## config.mk

```make
export PLATFORM = sky130hd
export DESIGN_NAME = m6800_bus_ctrl_flat
export DESIGN_NICKNAME = d
export VERILOG_FILES = /design/src/rtl/m6800_bus_ctrl_if.sv /design/src/rtl/m6800_bus_ctrl.sv /design/src/flat_wrapper.sv
export SDC_FILE = /design/constraint.sdc
export NUM_CORES = 1
export LEC_CHECK = 0
export CORE_UTILIZATION = 45
export DETAILED_ROUTE_END_ITERATION = 6
export PLACE_DENSITY = 0.72
export SYNTH_ARGS = -nofsm -noshare
export SYNTH_HDL_FRONTEND = slang
export SYNTH_SLANG_ARGS = --single-unit
export TNS_END_PERCENT = 5
```

## constraint.sdc

```tcl
create_clock -name C7M -period 1.3 [get_ports C7M]
set_input_delay 0.13 -clock C7M [delete_from_list [all_inputs] [get_ports C7M]]
set_output_delay 0.13 -clock C7M [all_outputs]
set_load 0.005 [all_outputs]
```

## src/rtl/m6800_bus_ctrl_if.sv

```systemverilog
// M6800 peripheral bus signal bundle used by m6800_bus_ctrl.
// The slave modport is the controller's view; the master modport is the
// CPU / bench side. With M6800_EXT_E_EN defined the bundle also carries
// the external E input and its select.
interface m6800_bus_ctrl_if;

  logic VPA_n;
  logic AS_CPU_n;
  logic CPUSPACE;
  logic E;
  logic E_OE;
  logic VMA_n;
  logic M6800_DTACK_n;
  logic E_RISE_STB;
  logic E_FALL_STB;
  logic CYCLE_ACTIVE;
`ifdef M6800_EXT_E_EN
  logic EXT_E_SEL;
  logic E_IN;
`endif

`ifdef M6800_EXT_E_EN
  modport master (
    output VPA_n, AS_CPU_n, CPUSPACE, EXT_E_SEL, E_IN,
    input  E, E_OE, VMA_n, M6800_DTACK_n, E_RISE_STB, E_FALL_STB, CYCLE_ACTIVE
  );

  modport slave (
    input  VPA_n, AS_CPU_n, CPUSPACE, EXT_E_SEL, E_IN,
    output E, E_OE, VMA_n, M6800_DTACK_n, E_RISE_STB, E_FALL_STB, CYCLE_ACTIVE
  );
`else
  modport master (
    output VPA_n, AS_CPU_n, CPUSPACE,
    input  E, E_OE, VMA_n, M6800_DTACK_n, E_RISE_STB, E_FALL_STB, CYCLE_ACTIVE
  );

  modport slave (
    input  VPA_n, AS_CPU_n, CPUSPACE,
    output E, E_OE, VMA_n, M6800_DTACK_n, E_RISE_STB, E_FALL_STB, CYCLE_ACTIVE
  );
`endif

endinterface

```

## src/rtl/m6800_bus_ctrl.sv

```systemverilog
// m6800_bus_ctrl: generates the 6800 E clock from C7M and runs the
// VPA_n -> VMA_n -> M6800_DTACK_n handshake for 6800-style peripheral cycles.
// Everything is clocked on the falling edge of C7M; RESET_n is synchronous,
// active-low.
//
// Optional feature: define M6800_EXT_E_EN to add EXT_E_SEL / E_IN, which let
// the phase counter lock onto an externally supplied E clock (E_OE then
// drops so the E pin is not driven). Without it E_OE is tied high.
//
// FSM transitions look at the phase value held during the clock that ends
// at the deciding edge: VMA_n drops on the edge closing phase VMA_PHASE and
// DTACK drops on the edge closing phase E_PERIOD-1, so VMA_n has been low
// across the whole E-high window before DTACK appears.
module m6800_bus_ctrl #(
  parameter int E_PERIOD  = 10,
  parameter int E_LOW     = 6,
  parameter int VMA_PHASE = 3
) (
  input  logic              C7M,
  input  logic              RESET_n,
  m6800_bus_ctrl_if.slave   bus
);

  localparam int PW     = (E_PERIOD > 1) ? $clog2(E_PERIOD) : 1;
  localparam int E_HIGH = E_PERIOD - E_LOW;

  localparam logic [PW-1:0] PH_LAST   = PW'(E_PERIOD - 1);
  localparam logic [PW-1:0] PH_ELOW   = PW'(E_LOW);
  localparam logic [PW-1:0] PH_VMA    = PW'(VMA_PHASE);
  localparam logic [PW-1:0] PH_RESET  = PW'(E_LOW - 1);
  localparam logic [PW-1:0] PH_RESYNC = PW'((E_LOW + 2) % E_PERIOD);
  localparam logic [PW-1:0] HI_FULL   = PW'(E_HIGH);
  localparam logic [PW-1:0] HI_LAST   = PW'(E_HIGH - 1);

  // Reject timings where E or the VMA window cannot be formed
  generate
    if (E_PERIOD < 4 || E_LOW < 1 || E_LOW > E_PERIOD - 3 ||
        VMA_PHASE < 0 || VMA_PHASE >= E_LOW) begin : g_bad_params
      $error("m6800_bus_ctrl: need E_PERIOD>=4, 1<=E_LOW<=E_PERIOD-3, VMA_PHASE<E_LOW");
    end
  endgenerate

  typedef enum logic [1:0] {
    IDLE = 2'd0,
    SYNC = 2'd1,
    VMA  = 2'd2,
    ACK  = 2'd3
  } state_t;

  logic [PW-1:0] phase;
  logic [PW-1:0] phase_next;
  logic          e_q;
  logic          e_rise_q;
  logic          e_fall_q;

  state_t        state;
  state_t        state_next;
  logic          vma_n_q;
  logic          dtack_n_q;
  logic [PW-1:0] hi_cnt;
  logic          hi_done;

`ifdef M6800_EXT_E_EN
  logic          e_sync1;
  logic          e_sync2;
  logic          e_sync3;
  logic          e_oe_q;
  logic          ext_rise;

  // Two-flop synchroniser for the external E plus one flop for edge detect
  always_ff @(negedge C7M) begin
    if (!RESET_n) begin
      e_sync1 <= 1'b0;
      e_sync2 <= 1'b0;
      e_sync3 <= 1'b0;
      e_oe_q  <= 1'b1;
    end else begin
      e_sync1 <= bus.E_IN;
      e_sync2 <= e_sync1;
      e_sync3 <= e_sync2;
      e_oe_q  <= !bus.EXT_E_SEL;
    end
  end

  assign ext_rise = bus.EXT_E_SEL && e_sync2 && !e_sync3;
  assign bus.E_OE = e_oe_q;
`else
  assign bus.E_OE = 1'b1;
`endif

  // Next phase: wrap at E_PERIOD-1, or jump to the lock point on an external E rise
  always_comb begin
    phase_next = (phase == PH_LAST) ? '0 : phase + PW'(1);
`ifdef M6800_EXT_E_EN
    if (ext_rise) begin
      phase_next = PH_RESYNC;
    end
`endif
  end

  // Phase counter, registered E and its edge strobes
  always_ff @(negedge C7M) begin
    if (!RESET_n) begin
      phase    <= PH_RESET;
      e_q      <= 1'b0;
      e_rise_q <= 1'b0;
      e_fall_q <= 1'b0;
    end else begin
      phase    <= phase_next;
      e_q      <= (phase_next >= PH_ELOW);
      e_rise_q <= (phase_next >= PH_ELOW) && !e_q;
      e_fall_q <= (phase_next <  PH_ELOW) &&  e_q;
    end
  end

  // Count E-high clocks seen while VMA_n is low; a phase jump from an
  // external E resync cannot then shorten the window DTACK depends on
  always_ff @(negedge C7M) begin
    if (!RESET_n) begin
      hi_cnt <= '0;
    end else if (state != VMA) begin
      hi_cnt <= '0;
    end else if (e_q && hi_cnt != HI_FULL) begin
      hi_cnt <= hi_cnt + PW'(1);
    end
  end

  assign hi_done = e_q && (hi_cnt >= HI_LAST);

  // Next-state logic; a negated address strobe beats every other transition
  always_comb begin
    state_next = state;
    case (state)
      IDLE: begin
        if (!bus.AS_CPU_n && !bus.VPA_n && !bus.CPUSPACE) begin
          state_next = SYNC;
        end
      end
      SYNC: begin
        if (bus.VPA_n) begin
          state_next = IDLE;
        end else if (phase == PH_VMA) begin
          state_next = VMA;
        end
      end
      VMA: begin
        if (bus.VPA_n) begin
          state_next = IDLE;
        end else if (phase == PH_LAST && hi_done) begin
          state_next = ACK;
        end
      end
      ACK: begin
        state_next = ACK;
      end
      default: begin
        state_next = IDLE;
      end
    endcase
    if (bus.AS_CPU_n) begin
      state_next = IDLE;
    end
  end

  // State register with VMA_n / DTACK registered from the state being entered
  always_ff @(negedge C7M) begin
    if (!RESET_n) begin
      state     <= IDLE;
      vma_n_q   <= 1'b1;
      dtack_n_q <= 1'b1;
    end else begin
      state     <= state_next;
      vma_n_q   <= !((state_next == VMA) || (state_next == ACK));
      dtack_n_q <= (state_next != ACK);
    end
  end

  assign bus.E             = e_q;
  assign bus.E_RISE_STB    = e_rise_q;
  assign bus.E_FALL_STB    = e_fall_q;
  assign bus.VMA_n         = vma_n_q;
  assign bus.M6800_DTACK_n = dtack_n_q;
  assign bus.CYCLE_ACTIVE  = (state != IDLE);

endmodule

```

## src/flat_wrapper.sv

```systemverilog
// flat-port wrapper written by rule: the top's interface ports become plain ports
module m6800_bus_ctrl_flat 
#(
  parameter int E_PERIOD  = 10,
  parameter int E_LOW     = 6,
  parameter int VMA_PHASE = 3
)
  (C7M, RESET_n, bus_VPA_n, bus_AS_CPU_n, bus_CPUSPACE, bus_E, bus_E_OE, bus_VMA_n, bus_M6800_DTACK_n, bus_E_RISE_STB, bus_E_FALL_STB, bus_CYCLE_ACTIVE);
  m6800_bus_ctrl_if bus_i ();
  input  logic C7M;
  input  logic RESET_n;
  input wire logic [$bits(bus_i.VPA_n)-1:0] bus_VPA_n;
  input wire logic [$bits(bus_i.AS_CPU_n)-1:0] bus_AS_CPU_n;
  input wire logic [$bits(bus_i.CPUSPACE)-1:0] bus_CPUSPACE;
  output wire logic [$bits(bus_i.E)-1:0] bus_E;
  output wire logic [$bits(bus_i.E_OE)-1:0] bus_E_OE;
  output wire logic [$bits(bus_i.VMA_n)-1:0] bus_VMA_n;
  output wire logic [$bits(bus_i.M6800_DTACK_n)-1:0] bus_M6800_DTACK_n;
  output wire logic [$bits(bus_i.E_RISE_STB)-1:0] bus_E_RISE_STB;
  output wire logic [$bits(bus_i.E_FALL_STB)-1:0] bus_E_FALL_STB;
  output wire logic [$bits(bus_i.CYCLE_ACTIVE)-1:0] bus_CYCLE_ACTIVE;
  assign bus_i.VPA_n = bus_VPA_n;
  assign bus_i.AS_CPU_n = bus_AS_CPU_n;
  assign bus_i.CPUSPACE = bus_CPUSPACE;
  assign bus_E = bus_i.E;
  assign bus_E_OE = bus_i.E_OE;
  assign bus_VMA_n = bus_i.VMA_n;
  assign bus_M6800_DTACK_n = bus_i.M6800_DTACK_n;
  assign bus_E_RISE_STB = bus_i.E_RISE_STB;
  assign bus_E_FALL_STB = bus_i.E_FALL_STB;
  assign bus_CYCLE_ACTIVE = bus_i.CYCLE_ACTIVE;
  m6800_bus_ctrl #(.E_PERIOD(E_PERIOD), .E_LOW(E_LOW), .VMA_PHASE(VMA_PHASE)) u_core (.C7M(C7M), .RESET_n(RESET_n), .bus(bus_i));
endmodule
```

Yosys cells after proc, flatten, opt, wreduce, memory -nomap -nowiden
Cells that the tools add are included.
{ "word_totals": {"inputBits": 5, "elab_cells": 48, "reg_bits": 15, "out_inout_bits": 7} }
{ "op_classes": {"bitwise": 1, "magnitude_cmp": 3, "n_reduce_logical": 16, "add_sub_neg": 2, "n_eq_ne": 10, "n_mux": 8} }
{ "op_table": {"columns": ["cell", "count"], "rows": [
  ["2-bit 2-to-1 mux", 6],
  ["4-bit by 1-bit adder with 4-bit output (second input constant)", 2],
  ["2-bit equality test (second input constant)", 4],
  ["2-bit case mux with 4 select lines", 1],
  ["1-bit logical AND", 7],
  ["1-bit zero test", 5],
  ["4-bit by 2-bit equality test with 1-bit output (second input constant)", 1],
  ["4-bit equality test (second input constant)", 1],
  ["4-bit by 2-bit >= comparator with 1-bit output (second input constant)", 1],
  ["4-bit by 3-bit >= comparator with 1-bit output (second input constant)", 1],
  ["4-bit by 3-bit < comparator with 1-bit output (second input constant)", 1],
  ["4-bit 2-to-1 mux", 1],
  ["2-bit != test (second input constant)", 2],
  ["4-bit by 3-bit != test with 1-bit output (second input constant)", 1],
  ["2-bit by 1-bit equality test with 1-bit output (second input constant)", 1],
  ["2-bit zero test", 1],
  ["2-bit nonzero test", 1],
  ["2-bit OR reduction", 1],
  ["1-bit logical OR", 1],
  ["1-bit NOT", 1]
]} }

Depth between registers and ports, before layout
Gate-level depths: netlist of the first run.
{ "logic_depth": {"depth_word": 10, "mapped_depth": 5, "depth_no_buf": 5} }

==> results of run 1 <==
report_power, final:
group          total (mW)  switching (mW)  internal (mW)
clock               0.431           0.260          0.171
sequential          0.498          0.0113          0.487
combinational       0.175          0.0816         0.0931
repair_timing:
action | CTS | global route
buffers inserted | 1 | 1
hold endpoints to repair | 0 | 0
gates resized for setup | 40 | 8
hold buffers | 0 | 0
pin swaps | 5 | 1
setup endpoints to repair | 20 | 16
metrics by stage:
step	cells	total power, mW
2_1_floorplan	81	0.662
3_3_place_gp	122	0.742
3_5_place_dp	122	0.746
4_1_cts	141	1.11
5_1_grt	142	1.20
6_report	142	1.10
layout by cell type, fill, tap and decap left out, types with 2 or more instances in the layout:
master,count
inv_1,20
buf_4,18
dfxtp_1,9
o21ai_0,6
dfxtp_2,6
a21oi_1,5
buf_2,5
nand3_1,4
nor2_1,3
clkbuf_4,3
o21ai_1,2
nand2b_1,2
or4_4,2
nor2b_1,2
and3b_1,2
a21oi_2,2
nand3b_1,2
clkdlybuf4s50_1,2
buf_6,2
state kept, by name, summed over array words and instances, names as in the netlist:
signal,cells
u_core.phase,4
u_core.state,2
u_core.bus.E_FALL_STB,1
u_core.bus.M6800_DTACK_n,1
u_core.bus.E_RISE_STB,1
u_core.bus.E,1
u_core.hi_cnt,4
u_core.bus.VMA_n,1
layer usage:
metal	track usage, %	part of all wire [%]	vias up
met4	10.6	0.48	0
li1	-	-	380
met3	8.62	4.5	2
met1	24.4	47	327
met5	0	0	-
met2	35.7	48	16
final timing paths:
check | to | slack (ps) | depth (start not counted)
setup / recovery | bus_CYCLE_ACTIVE | -480 | 2
hold / removal | u_core.bus.E_RISE_STB$_SDFF_NN0_ | 530 | 2
setup reg to reg | u_core.bus.M6800_DTACK_n$_SDFF_NN1_ | -150 | 4
hold reg to reg | u_core.bus.E_RISE_STB$_SDFF_NN0_ | 530 | 2
tightest hold or removal path, stage by stage (launching register included):
cell and delay [ps]:
dfxtp_2 320, buf_4 130, nor4b_2 50
final cells by class:
cell class / instances / area share, %
repair buffers: 29 / 20.4
multi-input cells: 57 / 39.6
clock buffers: 3 / 2.07
inverters: 6 / 2.30
well taps: 16 / 1.84
clock inverters: 16 / 5.52
flip-flops and latches: 15 / 28.3
cells by family after synthesis:
| group | Yosys count | synth area share, % |
|---|---|---|
| xor gates and xnor gates | 1 | 1.20 |
| other | 1 | 0.515 |
| DFF | 15 | 41.2 |
| and+or+nand+nor | 30 | 28.0 |
| AOI/OAI and AO/OA | 23 | 19.4 |
| adders and majority gates | 2 | 3.44 |
| buffers and inverters | 9 | 6.19 |
==> results by group, run 1 <==
Synth
  – Most used DFF post-synth: dfxtp_1
  – Synth Warn #: 0
  – Mapped Nets: 88
  – Yosys top cell by area: dfxtp_1
  – Post-synth cell types: 37
  – Syn_area_per_cell: around 9.0 µm²
  – Sequential fraction of the synthesis area: between 40% and 50%
  – Cell count after synthesis: 81
  – Top-count cell post-synth: dfxtp_1
  – Synthesized area: 728 µm²
  – Seq cells post-synth: 15
  – Asr flop ratio synth: 0%
  – Number of enable flip-flop cells after synthesis: 0
  – Synth cell count leaders: dfxtp_1 (15), o21ai_0 (8), a21oi_1 (7), inv_1 (7), nand3_1 (5)
  – Share of the synthesized area in the top cell type: 41.2%
  – Synth area leaders: dfxtp_1 (41%), o21ai_0 (5.5%), a21oi_1 (4.8%)

Floorplan
  – Core box area: about 1500 µm²
  – Die H: 42.2 µm
  – # rows: 14
  – Initial Util: 48.3%
  – Die area: ~1800 µm²
  – I/O pin cnt: 12
  – Die width: 42.2 µm

STA
  – Max-slew violations: 0
  – Final setup TNS: -2210 ps
  – Final Setup Violations: 10
  – Fin. Hold Viols: 0
  – PnR worst setup slack: -480 ps
  – WHS: 527 ps
  – Clock skew: 17.4 ps
  – RSZ-0062 raised after global routing: true

Placement
  – Dpl ws: -858 ps
  – Dpl hpwl: 1090 µm
  – Placed cell areas: 957 µm²
  – IO Port Bufs: 10
  – Placer congestion estimate: 0.895

Outcome
  – Outcome: finished with violations
  – Violated checks: setup timing

Detailed routing
  – Number of vias per cell: about 5.1
  – Drt total wl: between 1500 and 2000 µm
  – Post-route ant nets: 0
  – Vias: 725
  – Drt first-iter violations: 11
  – Drt wl/cell: 11.8 µm
  – Initial DRT Pass Iterations: 4
  – Drc violations: 0

Pwr
  – P_leak: 0.520 nW
  – Peak VDD IR: 0.729 mV
  – PwrDens: 1020 nW/µm²

Global route
  – Total grt overflow: 0
  – Largest net degree at the start of global routing: 10
  – GRT Overall Usage: 21.8%
  – First-pass GRT wire length: between 2000 and 3000 µm
  – Vias in the first global route: roughly 760
  – Initial antenna violation count: 0

Flow run
  – Max Cap Viol: 0

Finish
  – Layout Utilization: 72.2%
  – N_diodes: 0
  – Register area: between 300 and 400 µm²
  – Multi-input gate area: 430 µm²
  – Area Overhead vs Synth: 49.3%
  – Share of layout cells above drive strength 1: 37.3%
  – Design area: 1090 µm²
  – FILL cells: 119
  – Layout Nets: 134

Critical path
  – Top delay family on crit path: flip-flops
  – Worst path cell trace: or2_4 > buf_6
  – CP Capture Type: output pin
  – Largest fanout on the critical path: 2
  – Crit Path Category: reg -> out
  – CP peak stage delay: around 310 ps
  – Required time of the critical path: 1170 ps
  – Crit path max-delay cell type: dfxtp_2
  – WP buf/inv: 1
  – R2r startpoint: u_core.bus.E$_SDFF_NN0_
  – Worst EP arrival: 1650 ps
  – Worst Setup SP: u_core.state[1]$_SDFF_NN0_
  – CP Launch Type: register

Clock tree
  – Total CTS buffers: 3
  – CTS tree: yes
  – Clock transition at path regs: roughly 50 ps
  – Clk Tree Root Cell: clkbuf_4
  – H-Tree Depth: 1
  – Clk buf depth: 2
  – Clk sinks: 15
  – Later-pin clock latency in the skew report: 350 ps

Min path
  – Hold Crit Class: reg -> reg
  – Hold Crit Start: u_core.bus.E$_SDFF_NN0_
No activity file was read; power rests on OpenSTA's default activity.
==> run 2, diff against run 1 <==
--- a/config.mk
+++ b/config.mk
@@ -6,6 +6,7 @@
 export NUM_CORES = 1
 export LEC_CHECK = 0
 export CORE_UTILIZATION = 45
+export CTS_CLUSTER_DIAMETER = 30
 export DETAILED_ROUTE_END_ITERATION = 6
 export PLACE_DENSITY = 0.72
 export SYNTH_ARGS = -nofsm -noshare
==> results of run 2 <==
The final DEF is identical to that of run 1; final timing and power are the same.
==> run 3, diff against run 2 <==
--- a/config.mk
+++ b/config.mk
@@ -5,10 +5,12 @@
 export SDC_FILE = /design/constraint.sdc
 export NUM_CORES = 1
 export LEC_CHECK = 0
-export CORE_UTILIZATION = 45
+export CELL_PAD_IN_SITES_DETAIL_PLACEMENT = 0
+export CELL_PAD_IN_SITES_GLOBAL_PLACEMENT = 1
+export CORE_UTILIZATION = 34
 export CTS_CLUSTER_DIAMETER = 30
 export DETAILED_ROUTE_END_ITERATION = 6
-export PLACE_DENSITY = 0.72
+export PLACE_DENSITY_LB_ADDON = 0.1
 export SYNTH_ARGS = -nofsm -noshare
 export SYNTH_HDL_FRONTEND = slang
 export SYNTH_SLANG_ARGS = --single-unit
==> run 3 against run 2 <==
The flow still finishes with violations (setup timing). Setup slack got worse by 24 ps. Total power about the same. Critical path type unchanged. Clock power increased by 2%. First-iteration DRC count decreased by 36%. Routed wire length decreased by 0.24%. Via count increased by 1.4%. Register-to-register slack got worse by 20 ps. Combinational power decreased by 3%.
==> results by group, run 3 (synthesis gave the netlist of run 1 again) <==
Detailed routing
  – Initial DRT Pass Iterations: 3 (was 4)
  – Vias: 735 (was 725)
  – Top routing layer in use: met4 (unchanged)
  – Number of vias per cell: 4.84 (was 5.11)
  – Drc violations: 0 (unchanged)
  – Drt wl/cell: 11.0 µm (was 11.8 µm)
  – Post-route ant nets: 0 (unchanged)
  – M1 WL: 751 µm (was 782 µm)
  – WL met2: 825 µm (was 809 µm)
  – WL met3: 75 µm (was 76 µm)
  – Drt first-iter violations: 7 (was 11)
  – Drt total wl: 1670 µm (was 1680 µm)

Finish
  – Layout Cells excl Fill: 152 (was 142)
  – Area Overhead vs Synth: 45.7% (was 49.3%)
  – Design area: 1060 µm² (was 1090 µm²)
  – Layout Nets: 133 (was 134)
  – N_diodes: 0 (unchanged)
  – Commonest non-fill, non-tap cell in the layout: inv_1 (unchanged)
  – Layout Utilization: 53.5% (was 72.2%)
  – Most frequent cells in the layout: inv_1 (20), buf_4 (18), dfxtp_1 (10) (was inv_1 (20), buf_4 (18), dfxtp_1 (9))
  – FILL cells: 202 (was 119)
  – Top Registers: u_core.hi_cnt: 4 flops, u_core.phase: 4 flops, u_core.state: 2 flops (unchanged)
  – Share of layout cells above drive strength 1: 33.6% (was 37.3%)

Min path
  – Hold Crit Class: reg -> reg (unchanged)

Floorplan
  – Core box area: 1980 µm² (was 1510 µm²)
  – Initial Util: 36.7% (was 48.3%)
  – Die H: 48.3 µm (was 42.2 µm)
  – I/O pin cnt: 12 (unchanged)
  – Die area: 2330 µm² (was 1780 µm²)
  – # rows: 16 (was 14)
  – Die width: 48.3 µm (was 42.2 µm)

Critical path
  – Required time of the critical path: 1170 ps (about the same)
  – Worst EP arrival: 1670 ps (was 1650 ps)
  – Crit Path Category: reg -> out (unchanged)
  – Largest fanout on the critical path: 2 (unchanged)
  – CP Launch Type: register (unchanged)
  – CP Capture Type: output pin (unchanged)

Clock tree
  – H-Tree Depth: 1 (unchanged)
  – Hold buffers post-CTS: 0 (unchanged)
  – Later-pin clock latency in the skew report: 350 ps (about the same)
  – CTS tree: yes (unchanged)
  – Clk sinks: 15 (unchanged)
  – Total CTS buffers: 3 (unchanged)
  – Clock transition at path regs: 40 ps (was 50 ps)
  – Clk buf depth: 2 (unchanged)
  – Clk Tree Root Cell: clkbuf_4 (unchanged)

Pwr
  – P_leak: 0.508 nW (was 0.520 nW)
  – PwrDens: 1040 nW/µm² (was 1020 nW/µm²)
  – Peak VDD IR: 0.741 mV (was 0.729 mV)
  – Tot Pwr: 1.11 mW (was 1.10 mW)

STA
  – PnR worst setup slack: -504 ps (was -480 ps)
  – Fin. Hold Viols: 0 (unchanged)
  – Final setup TNS: -2280 ps (was -2210 ps)
  – WHS: 512 ps (was 527 ps)
  – Max-slew violations: 0 (unchanged)
  – RSZ-0062 raised after global routing: true (unchanged)
  – Final Setup Violations: 10 (unchanged)
  – Clock skew: 12.4 ps (was 17.4 ps)

Placement
  – Dpl ws: -858 ps (about the same)
  – Placed cells: 133 (was 122)
  – Placed cell areas: 971 µm² (was 957 µm²)
  – IO Port Bufs: 10 (unchanged)
  – Placer congestion estimate: 0.813 (was 0.895)
  – Dpl hpwl: 1170 µm (was 1090 µm)

Global route
  – Largest net degree at the start of global routing: 10 (unchanged)
  – Initial antenna violation count: 0 (unchanged)
  – Vias in the first global route: 681 (was 757)
  – GRT Overall Usage: 16.4% (was 21.8%)
  – First-pass GRT wire length: 2570 µm (was 2980 µm)
  – Total grt overflow: 0 (unchanged)

Outcome
  – Violated checks: setup timing (unchanged)
  – Outcome: finished with violations (unchanged)

Flow run
  – Max Cap Viol: 0 (unchanged)
-- run 3: cell types whose count changed in the layout (fill, tap and decap cells not counted), sizes merged --
cell / previous run / this run
buf: 25 / 24
clkdlybuf4s15: 1 / 0
dlygate4sd2: 1 / 2
-- run 3: final timing paths --
kind	cells after the start	slack (ps)	start	end
worst min register to register	2	510	u_core.hi_cnt[2]$_SDFFE_NP0P_	u_core.hi_cnt[2]$_SDFFE_NP0P_
worst max-delay path	2	-500	u_core.state[1]$_SDFF_NN0_	bus_CYCLE_ACTIVE
worst max register to register	4	-170	u_core.state[1]$_SDFF_NN0_	u_core.bus.M6800_DTACK_n$_SDFF_NN1_
worst min-delay path	2	510	u_core.hi_cnt[2]$_SDFFE_NP0P_	u_core.hi_cnt[2]$_SDFFE_NP0P_
-- run 3: where the power goes --
group          internal (mW)  switching (mW)
logic                 0.0914          0.0775
registers              0.486          0.0101
clock network          0.171           0.269
total                  0.749           0.356
-- run 3: area by class of cell --
cell class / instances / area [µm²] / share of cell area, %
multi-input combinational: 57 / 407 / 38.3
clock buffer: 3 / 22.5 / 2.12
inverter: 6 / 22.5 / 2.12
sequential: 15 / 307 / 28.9
tap: 27 / 33.8 / 3.18
clock inverter: 16 / 60.1 / 5.66
timing repair buffer: 28 / 209 / 19.7
-- run 3: critical path, cell delays in order (launching register included) --
cell and delay [ps]:
dfxtp_2 310, or2_4 250, buf_6 110
-- run 3: timing repair --
item                                    CTS  global route
buffers inserted                          0             1
endpoints found under the setup margin   17            17
resized for setup                        39             4
pin swaps                                 3             2
-- run 3: routing by layer --
layer | track usage (%) | vias up
met1 | 17.3 | 341
met2 | 25.3 | 11
met3 | 9.26 | 5
met5 | 0 | -
met4 | 10.0 | 0
li1 | - | 378
